[src/rtl/fadder_seq.sv]
`default_nettype none
// ============================================================================
// Module   : fadder_seq
// Purpose  : Command FIFO and load/execute sequencer in front of the full
//            adder/subtractor, returning each registered result over valid/ready.
// Revision : 1.0
// ============================================================================
module fadder_seq #(
    parameter int DATA_WIDTH = 8,
    parameter int FIFO_DEPTH = 4,
    parameter int CNT_WIDTH  = 16
) (
    input  logic                  clk,
    input  logic                  reset_n,
    input  logic                  cmd_valid,
    output logic                  cmd_ready,
    input  logic                  cmd_op,
    input  logic [DATA_WIDTH-1:0] cmd_op_a,
    input  logic [DATA_WIDTH-1:0] cmd_op_b,
    input  logic                  cmd_carry_in,
    output logic                  add_vld_in,
    output logic                  add_ex,
    output logic                  add_op,
    output logic [DATA_WIDTH-1:0] add_op_a,
    output logic [DATA_WIDTH-1:0] add_op_b,
    output logic                  add_carry_in,
    input  logic [DATA_WIDTH-1:0] add_data_out,
    input  logic                  add_carry_out,
    output logic                  rsp_valid,
    input  logic                  rsp_ready,
    output logic [DATA_WIDTH-1:0] rsp_data,
    output logic                  rsp_carry,
    output logic                  busy,
    output logic [CNT_WIDTH-1:0]  ops_done
);

    localparam int PTR_W   = $clog2(FIFO_DEPTH);
    localparam int COUNT_W = PTR_W + 1;

    typedef struct packed {
        logic                  op;
        logic [DATA_WIDTH-1:0] a;
        logic [DATA_WIDTH-1:0] b;
        logic                  cin;
    } cmd_t;

    typedef enum logic [2:0] {
        S_IDLE = 3'd0,
        S_LOAD = 3'd1,
        S_EXEC = 3'd2,
        S_CAPT = 3'd3,
        S_RESP = 3'd4
    } state_t;

    cmd_t               fifo_mem [FIFO_DEPTH];
    logic [PTR_W-1:0]   wr_ptr;
    logic [PTR_W-1:0]   rd_ptr;
    logic [COUNT_W-1:0] count;
    state_t             state;
    cmd_t               cur_cmd;

    logic full;
    logic empty;
    logic push;
    logic pop;

    assign full      = (count == COUNT_W'(FIFO_DEPTH));
    assign empty     = (count == '0);
    assign cmd_ready = !full;
    assign push      = cmd_valid && !full;
    assign pop       = (state == S_IDLE) && !empty;
    assign busy      = (state != S_IDLE) || !empty;

    assign add_op_a     = cur_cmd.a;
    assign add_op_b     = cur_cmd.b;
    assign add_carry_in = cur_cmd.cin;

    // Storage needs no reset: the pointers and count define which entries are live.
    always_ff @(posedge clk) begin
        if (push) begin
            fifo_mem[wr_ptr] <= {cmd_op, cmd_op_a, cmd_op_b, cmd_carry_in};
        end
    end

    always_ff @(posedge clk) begin
        if (!reset_n) begin
            wr_ptr     <= '0;
            rd_ptr     <= '0;
            count      <= '0;
            state      <= S_IDLE;
            cur_cmd    <= '0;
            add_vld_in <= 1'b0;
            add_ex     <= 1'b0;
            add_op     <= 1'b0;
            rsp_valid  <= 1'b0;
            rsp_data   <= '0;
            rsp_carry  <= 1'b0;
            ops_done   <= '0;
        end else begin
            if (push) begin
                wr_ptr <= wr_ptr + PTR_W'(1);
            end
            if (pop) begin
                rd_ptr <= rd_ptr + PTR_W'(1);
            end
            if (push && !pop) begin
                count <= count + COUNT_W'(1);
            end else if (pop && !push) begin
                count <= count - COUNT_W'(1);
            end

            case (state)
                S_IDLE: begin
                    if (!empty) begin
                        cur_cmd    <= fifo_mem[rd_ptr];
                        add_op     <= fifo_mem[rd_ptr].op;
                        add_vld_in <= 1'b1;
                        state      <= S_LOAD;
                    end
                end
                S_LOAD: begin
                    add_vld_in <= 1'b0;
                    add_ex     <= 1'b1;
                    state      <= S_EXEC;
                end
                S_EXEC: begin
                    add_ex <= 1'b0;
                    state  <= S_CAPT;
                end
                // The adder result registered on the EXEC edge is stable here.
                S_CAPT: begin
                    rsp_data  <= add_data_out;
                    rsp_carry <= add_carry_out;
                    rsp_valid <= 1'b1;
                    state     <= S_RESP;
                end
                S_RESP: begin
                    if (rsp_ready) begin
                        rsp_valid <= 1'b0;
                        add_op    <= 1'b0;
                        ops_done  <= ops_done + CNT_WIDTH'(1);
                        state     <= S_IDLE;
                    end
                end
                default: begin
                    add_vld_in <= 1'b0;
                    add_ex     <= 1'b0;
                    add_op     <= 1'b0;
                    rsp_valid  <= 1'b0;
                    state      <= S_IDLE;
                end
            endcase
        end
    end

endmodule
`default_nettype wire
[config.mk]
export PLATFORM = sky130hd
export DESIGN_NAME = fadder_seq
export DESIGN_NICKNAME = d
export VERILOG_FILES = /design/src/rtl/fadder_seq.sv
export SDC_FILE = /design/constraint.sdc
export NUM_CORES = 1
export LEC_CHECK = 0
export ABC_AREA = 1
export CORE_UTILIZATION = 57
export DETAILED_ROUTE_END_ITERATION = 7
export PLACE_DENSITY_LB_ADDON = 0.2
export SLEW_MARGIN = 20
export SYNTH_ARGS = -nofsm -noshare
export SYNTH_HDL_FRONTEND = slang
export SYNTH_SLANG_ARGS = --single-unit
[constraint.sdc]
create_clock -name clk -period 4.3 [get_ports clk]
set_clock_uncertainty 0.05 [all_clocks]
set_input_delay 0.43 -clock clk [delete_from_list [all_inputs] [get_ports clk]]
set_output_delay 0.43 -clock clk [all_outputs]
set_load 0.02 [all_outputs]
==> qor.txt <==
Seq/Total Area, Yosys = 65.0%
Placer Congestion = 0.834
Area Overhead vs Synth = 27.1%
period utilization = 58.1%
clk root buf = clkbuf_8
clk slew on worst S/H paths = 0.06 ns
Avg Cell Area, Syn = 10.1 µm²
CP Max Fanout = 5
drt total wl = 10900 µm
Fin Setup TNS = 0 ns
first-pass GRT wire length = 17800 µm
Antenna diodes = 0
die area = 9350 µm²
P_leak = 2.36 nW
met2 WL = 5580 µm
simple-gate portion of the synthesized area = 15.3%
Top Ports = 79
GRT Total Usage = 24.3%
Die Span X = 96.7 µm
largest family of logic cells by synthesized area = simple AND/OR/NAND/NOR gates
number of DRC markers in iteration 0 = 201
Placed Instances = 680
die extent in y = 96.7 µm
cell family with most CP delay = buffers and inverters
Critical Path RT = 3.82 ns
Synth area leaders = edfxtp_1 42%, dfxtp_1 23%, nor2_1 8.7%
RSZ-0062 raised after global routing = false
DR vias = 3880
Worst-Margin Slew = 0.705 ns
HPWL after DPL = 6510 µm
Non-Filler Instances = 712
worst hold slack = 0.428 ns
Post-DRT Antenna Nets = 0
Clock Tree Buf Depth = 2
clk_lat worst skew = 0.50 ns
Critical Path End Type = primary output
adder-cell share of the synthesized area = 1.86%
WL met3 = 539 µm
IO Port Bufs = 78
max cap viols = 0
compound-cell area share of the yosys netlist = 12.2%
Crit Path Category = flop to primary output
critical path's slowest cell = clkdlybuf4s50_1
FF-to-FF path depth = 11
P per Cell Area = 648 nW/µm²
H-tree depth = 4
cell row count = 34
Mapped Area = 5110 µm²
status = completed
Hold Path Class = flop to flop
nets@finish = 629
mux cell area share after synthesis = 0%
starting density of the core = 58.6%
syn_nets = 546
hold path startpoint = rd_ptr[1]$_SDFFE_PN0P_
CP cell instances = nor2_4 > nand2_2 > nor2_1 > inv_1 > clkdlybuf4s50_1
RR Endpoint = count[2]$_SDFFE_PN0P_
wire length on met1 = 4550 µm
WL/cell = 15.3 µm
top layer in use = met4
pin count of the biggest net entering global routing = 38
Buf+Inv Stages, Crit Path = 2
gr ovfl total = 0
XOR/XNOR Fraction of Synth Area = 0.171%
CP startpoint = state[0]$_SDFFE_PN0P_
most frequent cells in the layout = 118 x nor2_1, 78 x clkdlybuf4s50_1, 72 x edfxtp_1
minimum clock period = 2.50 ns
R2R setup slack = 2.04 ns
Worst VDD drop = 344 µV
clock sinks = 130
cts repair resizes = 0
postcts setup bufs = 0
CTS Buf Count = 17
Core Area = 8720 µm²
share of layout cells above drive strength 1 = 8.11%
Relative slew margins = 52.9%
worst r2r src = state[2]$_SDFFE_PN0P_
cell taking the most area after synthesis = edfxtp_1
DRC Markers = 0
synth warn = 0
FF+latch count, synth = 130
vias in the first global route = 3789
Crit path largest cell delay = 0.54 ns
Slew Limit Fails = 0
crit path launch type = flop
Max Clock Freq = 401 MHz
vias per std cell = 5.45
Hold Crit Depth = 2
final hold vios = 0
hold buffer count at cts = 0
final setup vio count = 0
drt pass-1 iters = 5
Syn Inst Count = 508
leading cell type in the layout, fill and taps excluded = nor2_1
CTS tree = yes
share of the synthesized area in the top cell type = 42.3%
WP data arrival = 2.02 ns
antenna violations before repair = 0
Synth cell types = 35
## cells by family after synthesis
| family | after synthesis |
|---|---|
| XOR/XNOR | 1 |
| AO/OA/AOI/OAI | 118 |
| buffers and inverters | 65 |
| AND/OR/NAND/NOR | 187 |
| adder cells (fa/ha/maj) | 7 |
| flip-flops | 130 |
## sequential cells by signal, indices dropped and copies added (netlist names), 3 cells and up, named ones only
| signal | count |
|---|---|
| fifo_mem | 72 |
| ops_done | 16 |
| add_op_a | 8 |
| add_op_b | 8 |
| rsp_data | 8 |
| count | 3 |
| state | 3 |
## synth_stat cells, drive strengths merged
library cell  count
edfxtp           72
nand3            11
a211oi            1
nand3b            1
a31oi             2
buf              12
clkinv            3
fa                1
a21oi            18
nor3              4
nand2            46
nand4             2
o22ai            17
xor2              1
o21a              1
dfxtp            58
o21ai            79
inv              42
clkbuf            8
nor4              1
nor2            122
ha                6
## report_power, final
part           internal [mW]  switching (mW)  leakage (nW)
clock network          0.771           0.500         0.259
registers               1.54           0.119          1.13
logic                  0.481           0.805         0.966
total                   2.79            1.42          2.36
## cell type report
cell class	instances	area, µm²
inverters	45	173
clock buffers	25	484
fillers	620	2220
clock inverters	7	50.0
repair buffers	84	826
multi-input cells	313	1510
well taps	108	135
flip-flops and latches	130	3320
## how the worst max path moves through the flow
| stage | endpoint | slack (ns) | cells past startpoint |
|---|---|---|---|
| after global routing | busy | 1.69 | 5 |
| after global placement | count[2]$_SDFFE_PN0P_ | 1.96 | 10 |
| after CTS | busy | 1.78 | 5 |
| after detailed placement | count[2]$_SDFFE_PN0P_ | 1.95 | 10 |
| final | busy | 1.80 | 5 |
| after floorplan | fifo_mem[0][0]$_DFFE_PP_ | 2.21 | 4 |
## worst reg2reg max path, delay by kind of cell, from the launching register on
family	cells	cell delay [ns]
buffers and inverters	3	0.25
AO/OA/AOI/OAI	4	0.45
flip-flops	1	0.49
adder cells (fa/ha/maj)	2	0.58
AND/OR/NAND/NOR	2	0.33
## stage by stage
stage	utilization (%)	area (µm²)	worst slack, ns	power (mW)
after floorplan	-	5110	2.21	2.51
after global placement	68.4	5970	1.96	2.91
after detailed placement	68.4	5970	1.95	2.95
after CTS	74.5	6500	1.78	4.23
after global routing	74.5	6500	1.69	4.43
final	74.5	6500	1.80	4.21
## metal layers
metal | track usage (%) | vias to the layer above
met5 | 0 | -
met4 | 10.2 | 0
met3 | 5.42 | 20
met2 | 42.7 | 128
met1 | 28.6 | 1843
li1 | - | 1889
Power figures use the tool's default switching activity.
